==> src/rtl/seq_udiv_ctrl_pkg.sv <==
// Shared types and constants for the sequential restoring unsigned divider.
package seq_udiv_ctrl_pkg;

  typedef enum logic [1:0] {
    ST_IDLE = 2'd0,
    ST_RUN  = 2'd1,
    ST_DONE = 2'd2
  } state_t;

  localparam int DEF_N = 4;

  // Quotient reported for a zero divisor: all ones at width n (n <= 32).
  function automatic logic [31:0] div0_quot(input int n);
    return (n >= 32) ? 32'hFFFF_FFFF : ((32'd1 << n) - 32'd1);
  endfunction

endpackage

==> src/rtl/seq_udiv_ctrl_sub.sv <==
// W-bit A-B with carry-in 1 on the carry chain; cout_o=1 means a_i >= b_i (unsigned).
module udiv_sub_cout #(
  parameter int W = 5
) (
  input  logic [W-1:0] a_i,
  input  logic [W-1:0] b_i,
  output logic [W-1:0] diff_o,
  output logic         cout_o
);

  logic [W:0] sum;

  assign sum    = {1'b0, a_i} + {1'b0, ~b_i} + {{W{1'b0}}, 1'b1};
  assign diff_o = sum[W-1:0];
  assign cout_o = sum[W];

endmodule

==> src/rtl/seq_udiv_ctrl.sv <==
// Restoring unsigned divider controller: one quotient bit per cycle through a
// single shared subtractor, valid/ready on both request and result sides.
module seq_udiv_ctrl
  import seq_udiv_ctrl_pkg::*;
#(
  parameter int N = DEF_N
) (
  input  logic         CLK,
  input  logic         ASYNCRESETN,
  input  logic         I_VALID,
  output logic         I_READY,
  input  logic [N-1:0] I_DIVIDEND,
  input  logic [N-1:0] I_DIVISOR,
  output logic         O_VALID,
  input  logic         O_READY,
  output logic [N-1:0] O_QUOTIENT,
  output logic [N-1:0] O_REMAINDER,
  output logic         O_DIV0
);

  localparam int             CW      = $clog2(N);
  localparam logic [31:0]    Q0_FULL = div0_quot(N);
  localparam logic [N-1:0]   Q_DIV0  = Q0_FULL[N-1:0];
  localparam logic [CW-1:0]  LAST    = CW'(N - 1);

  state_t          state_q, state_d;
  logic [N-1:0]    d_q, d_d, q_q, q_d;
  logic [N:0]      r_q, r_d;
  logic [CW-1:0]   cnt_q, cnt_d;
  logic [N-1:0]    oq_q, oq_d, or_q, or_d;
  logic            od_q, od_d;

  logic [N:0]      t, diff, r_step;
  logic [N-1:0]    q_step;
  logic            cout;

  // Partial remainder shifted left with the next dividend bit brought in.
  assign t = {r_q[N-1:0], q_q[N-1]};

  udiv_sub_cout #(.W(N + 1)) u_sub (
    .a_i    (t),
    .b_i    ({1'b0, d_q}),
    .diff_o (diff),
    .cout_o (cout)
  );

  assign r_step = cout ? diff : t;
  assign q_step = {q_q[N-2:0], cout};

  always_comb begin
    state_d = state_q;
    d_d     = d_q;
    q_d     = q_q;
    r_d     = r_q;
    cnt_d   = cnt_q;
    oq_d    = oq_q;
    or_d    = or_q;
    od_d    = od_q;
    case (state_q)
      ST_IDLE: if (I_VALID) begin
        d_d   = I_DIVISOR;
        q_d   = I_DIVIDEND;
        r_d   = '0;
        cnt_d = '0;
        if (I_DIVISOR == '0) begin
          state_d = ST_DONE;
          oq_d    = Q_DIV0;
          or_d    = I_DIVIDEND;
          od_d    = 1'b1;
        end else begin
          state_d = ST_RUN;
        end
      end
      ST_RUN: begin
        r_d = r_step;
        q_d = q_step;
        if (cnt_q == LAST) begin
          state_d = ST_DONE;
          oq_d    = q_step;
          or_d    = r_step[N-1:0];
          od_d    = 1'b0;
        end else begin
          cnt_d = cnt_q + CW'(1);
        end
      end
      ST_DONE: if (O_READY) state_d = ST_IDLE;
      default: state_d = ST_IDLE;
    endcase
  end

  always_ff @(posedge CLK or negedge ASYNCRESETN) begin
    if (!ASYNCRESETN) begin
      state_q <= ST_IDLE;
      d_q     <= '0;
      q_q     <= '0;
      r_q     <= '0;
      cnt_q   <= '0;
      oq_q    <= '0;
      or_q    <= '0;
      od_q    <= 1'b0;
    end else begin
      state_q <= state_d;
      d_q     <= d_d;
      q_q     <= q_d;
      r_q     <= r_d;
      cnt_q   <= cnt_d;
      oq_q    <= oq_d;
      or_q    <= or_d;
      od_q    <= od_d;
    end
  end

  assign I_READY     = (state_q == ST_IDLE);
  assign O_VALID     = (state_q == ST_DONE);
  assign O_QUOTIENT  = oq_q;
  assign O_REMAINDER = or_q;
  assign O_DIV0      = od_q;

endmodule

==> config.mk <==
export PLATFORM = sky130hd
export DESIGN_NAME = seq_udiv_ctrl
export DESIGN_NICKNAME = d
export VERILOG_FILES = /design/src/rtl/seq_udiv_ctrl_pkg.sv /design/src/rtl/seq_udiv_ctrl_sub.sv /design/src/rtl/seq_udiv_ctrl.sv
export SDC_FILE = /design/constraint.sdc
export NUM_CORES = 1
export LEC_CHECK = 0
export ABC_CLOCK_PERIOD_IN_PS = 2350
export CORE_MARGIN = 3
export CORE_UTILIZATION = 51
export DETAILED_ROUTE_END_ITERATION = 7
export PLACE_DENSITY = 0.88
export SYNTH_ARGS = -nofsm -noshare
export SYNTH_HDL_FRONTEND = slang
export SYNTH_SLANG_ARGS = --single-unit
==> constraint.sdc <==
create_clock -name CLK -period 2.35 [get_ports CLK]
set_input_delay 0.3525 -clock CLK [delete_from_list [all_inputs] [get_ports CLK]]
set_output_delay 0.3525 -clock CLK [all_outputs]
set_load 0.02 [all_outputs]
==> results.json, run 1 <==
{
  "status": "completed",
  "clockBufferDepth": 2,
  "ir_drop_uv": 836,
  "area_growth_pct": 22.6,
  "gp_congestion": 0.831,
  "period_share_pct": 89.0,
  "final_max_slew_viol_count": 0,
  "synth_top_area_share_pct": 50.0,
  "nFillCells": 161,
  "crit_arrival_ns": 2.33,
  "crit_type": "reg -> reg",
  "postCtsHoldBufs": 0,
  "yosysWarnings": 0,
  "slew_headroom_pct": 57.3,
  "hp-class": "in -> async",
  "final_nets": 166,
  "fin_util_pct": 67.4,
  "final_cell_mix": "25 x dfrtp_1, 22 x clkdlybuf4s50_1, 19 x nand2_1, 8 x nor2_1, 6 x inv_1",
  "postSynth.asyncResetShare_pct": 100,
  "max-cap-violations": 0,
  "path_cells": "ha_1 -> nor2b_1 -> o31a_1 -> nor3_4 -> mux2_2 -> a31oi_1",
  "cts_sinks": 25,
  "synth_edf_count": 0,
  "cp-start-kind": "flop",
  "clk_latency_ns": 0.32,
  "via_per_inst": 5.74,
  "cts_max_level": 1,
  "cts_resized": 0,
  "grt_pass1_wl_um": 4600,
  "synth.top_cells.by_area": "dfrtp_1 50%, nand2_1 5.7%, ha_1 5.0%",
  "internal-power_w": 0.00134,
  "placed_area_um2": 1510,
  "dieArea_um2": 3080,
  "ys.flop_type": "dfrtp_1",
  "hold_viol": 0,
  "fp.dieW_um": 55.5,
  "synth_nets": 141,
  "core_um2": 2280,
  "numCtsBuffers": 3,
  "skew_ns": 0.00814,
  "setup_slack_ns": 0.259,
  "synth.distinct_cells": 36,
  "cp_max_fo": 7,
  "stdcell_area_um2": 1530,
  "cp_slowest_cell": "dfrtp_1",
  "vias": 1004,
  "tns_ns": 0,
  "p_leak_nw": 0.702,
  "n_antenna_cell": 0,
  "cts.reportedPaths.clkPinSlew_ns": 0.14,
  "io_buffers": 22,
  "yosysSeqAreaShare_pct": 50.0,
  "clockPowerShare_pct": 8.4,
  "die_y_um": 55.5,
  "rows": 17,
  "final_common_cell": "dfrtp_1",
  "wl_per_cell_um": 15.6,
  "grt_antenna_before_repair": 0,
  "drt_pass1_iterations": 4,
  "rsz0062_at_grt": "no",
  "worst_pin_slew_ns": 0.639,
  "seqCellArea_um2": 626,
  "p_sw_w": 0.000986,
  "synthesis.instances": 123,
  "grt_pass1_vias": 1049,
  "dp_slack_ns": 0.326,
  "power.share.switching_pct": 42.3,
  "grt_overflow_total": 0,
  "cp-end-kind": "flop",
  "period_minus_slack_ns": 2.09,
  "multi_input_area_um2": 581,
  "drive_gt1_share_pct": 8.84,
  "io_pins": 23,
  "syn-cell-area_um2": 1250,
  "antenna_left": 0,
  "initial_core_util_pct": 55.0,
  "grt_start_max_net_pins": 26,
  "totalWireLength_um": 2730,
  "fmax_ghz": 0.478,
  "syn_avg_cell_area_um2": 10.2,
  "p_per_area_nw_per_um2": 1520,
  "drtIter0Drc": 20,
  "seq_power_share_pct": 34.4,
  "combPwrFrac_pct": 57.2,
  "critPathMaxStageDelay_ns": 0.47,
  "drc": 0,
  "dpl.hpwl_um": 2010,
  "rr_worst_depth": 6,
  "ctsRootBufferMaster": "clkbuf_4",
  "synth_top_cell_by_area": "dfrtp_1",
  "synth-seq-cells": 25,
  "tritoncts": "done",
  "cts_setup_buffers": 0,
  "grtUsageTotal_pct": 18.8,
  "finalSetupViolations": 0,
  "cp.required_ns": 2.59
}
[cells by family after synthesis]
logic type	synth area share [%]
AOI/OAI and AO/OA	17.8
muxes	2.70
xor gates and xnor gates	0.700
and+or+nand+nor	18.6
DFF	50.0
buffers and inverters	3.60
adders and majority gates	6.60
[state kept, by name (all words and copies together), names as in the netlist]
| signal | count |
|---|---|
| state_q | 2 |
| q_q | 4 |
| cnt_q | 2 |
| d_q | 4 |
| O_QUOTIENT | 4 |
| O_REMAINDER | 4 |
| r_q | 4 |
| O_DIV0 | 1 |
[critical path, delay by kind of cell, from the launching register on]
kind	cells	cell delay [ns]
DFF	1	0.47
AOI/OAI and AO/OA	2	0.44
and+or+nand+nor	2	0.40
muxes	1	0.40
adders and majority gates	1	0.30
[path summary, 6_finish.rpt]
check                            start             end  slack [ns]
max                             r_q[0]  O_REMAINDER[1]        0.26
min                        ASYNCRESETN          d_q[2]        0.36
max reg2reg                     r_q[0]  O_REMAINDER[1]        0.26
min reg2reg                     O_DIV0          O_DIV0        0.51
max in group asynchronous  ASYNCRESETN   O_QUOTIENT[3]        1.74
min in group CLK                O_DIV0          O_DIV0        0.51
[Yosys cell counts, types with 3 or more instances]
cell	n
buf_2	3
a21o_1	5
nor2_1	8
o22a_1	3
a22o_1	3
mux2_2	3
nand2_1	19
a21oi_1	4
nor2b_1	4
o21ai_0	4
ha_1	5
dfrtp_1	25
nand2b_1	3
a31oi_1	3
inv_1	6
[final cells by class]
type | instances | area share [%]
multi-input combinational | 87 | 37.8
clock inverter | 1 | 0.326
timing repair buffer | 25 | 15.8
tap | 28 | 2.28
inverter | 6 | 1.47
clock buffer | 3 | 1.47
sequential | 25 | 40.8
[power groups by stage]
stage,Combinational [W],Sequential (W),Clock (W)
final,0.00133,0.000801,0.000197
after global routing,0.00146,0.000831,0.000216
after CTS,0.00134,0.000801,0.000200
after detailed placement,0.00132,0.000811,0
after global placement,0.00125,0.000799,0
after floorplan,0.000854,0.000854,0
[metal layers]
layer	up-vias	share of wire [%]	track usage [%]	wire, um
met5	-	0	0	0
met4	0	2.0	6.25	55
met3	8	3.7	3.50	102
met2	25	51	33.8	1400
met1	492	43	22.2	1180
li1	479	-	-	-
[through the flow]
stage | power, W | hold slack, ns | instances
2_1_floorplan | 0.00171 | 0.0569 | 123
5_1_grt | 0.00251 | 0.379 | 175
3_5_place_dp | 0.00213 | 0.488 | 171
4_1_cts | 0.00234 | 0.373 | 175
3_3_place_gp | 0.00205 | 0.474 | 171
6_report | 0.00233 | 0.364 | 175
No activity file was read; power rests on OpenSTA's default activity.
==> run 2, diff against run 1 <==
ABC_AREA = 1   (was not set)
CORE_UTILIZATION = 52   (was 51)
==> run 2 against run 1 <==
Net effect:
- clock-buffer cell count grew 1
- clock skew shrank 0.0025 ns
- synthesized cell count grew 43%
- utilization grew 2.7 points
- via count grew 16%
- maximum frequency grew 5.9%
- worst setup slack gained 0.12 ns
- highest routed layer unchanged
==> results.json, run 2 <==
{
  "hp-class": "in -> async",
  "grt_overflow_total": 0,
  "dpl.hpwl_um": 2290,
  "crit_type": "reg -> out",
  "syn-cell-area_um2": 1370,
  "cp_max_fo": 3,
  "nFillCells": 202,
  "n_antenna_cell": 0,
  "power_w": 0.00221,
  "initial_core_util_pct": 58.4,
  "ir_drop_uv": 802,
  "final_common_cell": "nand2_1",
  "grt_pass1_vias": 1189,
  "cts.reportedPaths.clkPinSlew_ns": 0.13,
  "synth_edf_count": 0,
  "synth.distinct_cells": 18,
  "status": "completed",
  "hold_viol": 0,
  "dieArea_um2": 3280,
  "fin_util_pct": 70.1,
  "ctsRootBufferMaster": "clkbuf_4",
  "area_growth_pct": 20.0,
  "startpoint": "state_q[1]",
  "critPathBufInv": 2,
  "final_cell_mix": "44 x nand2_1, 34 x inv_1, 25 x dfrtp_1, 22 x clkdlybuf4s50_1, 17 x nand3_1",
  "synth_nets": 194,
  "synthesis.instances": 176,
  "multi_input_area_um2": 586,
  "final_max_slew_viol_count": 0,
  "p_leak_nw": 0.881,
  "fp.dieW_um": 57.3,
  "synth-seq-cells": 25,
  "gp_congestion": 0.828,
  "grt_start_max_net_pins": 26,
  "grt_pass1_wl_um": 5120,
  "postSynth.asyncResetShare_pct": 100,
  "period_share_pct": 84.0,
  "via_per_inst": 5.08,
  "slew_headroom_pct": 78.4,
  "clockBufferDepth": 2,
  "synthTopCellsByCount": "44 x nand2_1, 34 x inv_1, 25 x dfrtp_1, 17 x nand3_1, 12 x o21ai_0",
  "synth_top_area_share_pct": 45.8,
  "tritoncts": "done",
  "grtUsageTotal_pct": 19.3,
  "die_y_um": 57.3,
  "rsz0062_at_grt": "no",
  "io_buffers": 22,
  "totalWireLength_um": 2850,
  "period_minus_slack_ns": 1.97,
  "max-cap-violations": 0,
  "seqCellArea_um2": 626,
  "drc": 0,
  "clk_latency_ns": 0.31,
  "syn_avg_cell_area_um2": 7.76,
  "fmax_ghz": 0.506,
  "cp_top_family": "buffers and inverters",
  "cts_setup_buffers": 0,
  "critPathMaxStageDelay_ns": 0.63,
  "yosysWarnings": 0,
  "vias": 1163,
  "grt_antenna_before_repair": 0,
  "synth_top_cell_by_area": "dfrtp_1",
  "cp-start-kind": "flop",
  "cts_sinks": 25,
  "crit_arrival_ns": 1.62,
  "wl_per_cell_um": 12.4,
  "cp-end-kind": "output pin",
  "drtIter0Drc": 38,
  "synth.top_cells.by_area": "dfrtp_1 46%, nand2_1 12%, inv_1 9.3%",
  "ys.flop_type": "dfrtp_1",
  "cts_resized": 0,
  "p_per_area_nw_per_um2": 1350,
  "finalSetupViolations": 0,
  "rr_startpoint": "r_q[2]",
  "skew_ns": 0.00564,
  "io_pins": 23,
  "core_um2": 2340,
  "cts_max_level": 1,
  "synth_most_common_cell": "nand2_1",
  "cp.required_ns": 2.00,
  "numCtsBuffers": 3,
  "path_cells": "inv_1 -> nor2_1 -> clkdlybuf4s50_1",
  "postCtsHoldBufs": 0,
  "drive_gt1_share_pct": 7.96,
  "rows": 17,
  "tns_ns": 0,
  "cp_slowest_cell": "clkdlybuf4s50_1",
  "worst_pin_slew_ns": 0.323,
  "antenna_left": 0,
  "final_nets": 220,
  "yosysSeqAreaShare_pct": 45.8,
  "drt_pass1_iterations": 4
}
[run 2: cell count changes after synthesis, sizes merged, moves of 4 or more]
cell,before,now
nand4,0,6
a21oi,4,9
nand2,19,48
a21o,5,0
nor2b,4,0
o21ai,4,12
nor2,9,13
inv,6,37
nand3,2,17
[run 2: logic make-up (layout without fill, tap and decap cells)]
kind of cell,Yosys count,after routing,share of synthesized area (%)
AND/OR/NAND/NOR,84,84,28.5
adder cells (fa/ha/maj),6,6,6.04
buffers and inverters,39,64,11.4
XOR/XNOR,1,1,0.641
AO/OA/AOI/OAI,21,21,7.69
flip-flops,25,25,45.8
[run 2: final cells by class]
| cell class | instances | share of cell area [%] |
|---|---|---|
| flip-flops and latches | 25 | 38.2 |
| inverters | 37 | 8.47 |
| clock buffers | 4 | 1.60 |
| repair buffers | 23 | 13.9 |
| multi-input cells | 112 | 35.7 |
| well taps | 28 | 2.14 |
[run 2: power by group]
part	internal (W)	switching (W)	leakage [nW]
logic	0.000478	0.000826	0.570
registers	0.000615	0.000107	0.296
clock network	0.0000661	0.000122	0.0150
[run 2: metrics by stage]
step	std cells	cell area, um^2	hold slack, ns	setup WS, ns
6_report	229	1640	0.386	0.375
5_1_grt	229	1640	0.393	0.290
3_5_place_dp	225	1610	0.476	0.656
2_1_floorplan	176	1370	0.0569	0.889
4_1_cts	229	1640	0.381	0.369
3_3_place_gp	225	1610	0.458	0.644
[run 2: final timing paths]
kind                       slack, ns              to  cells after the start
setup reg to reg                0.62  O_REMAINDER[0]                      9
max in group asynchronous       1.73   O_QUOTIENT[1]                      2
hold reg to reg                 0.50        cnt_q[1]                      2
setup / recovery                0.38         O_VALID                      3
min in group CLK                0.50        cnt_q[1]                      2
hold / removal                  0.39          d_q[1]                      2
[run 2: per-layer routing]
metal | GRT usage [%] | up-vias | wire length (um)
met4 | 4.64 | 0 | 30
met3 | 2.94 | 4 | 112
li1 | - | 597 | -
met2 | 34.6 | 25 | 1450
met1 | 24.5 | 537 | 1250
met5 | 0 | - | 0
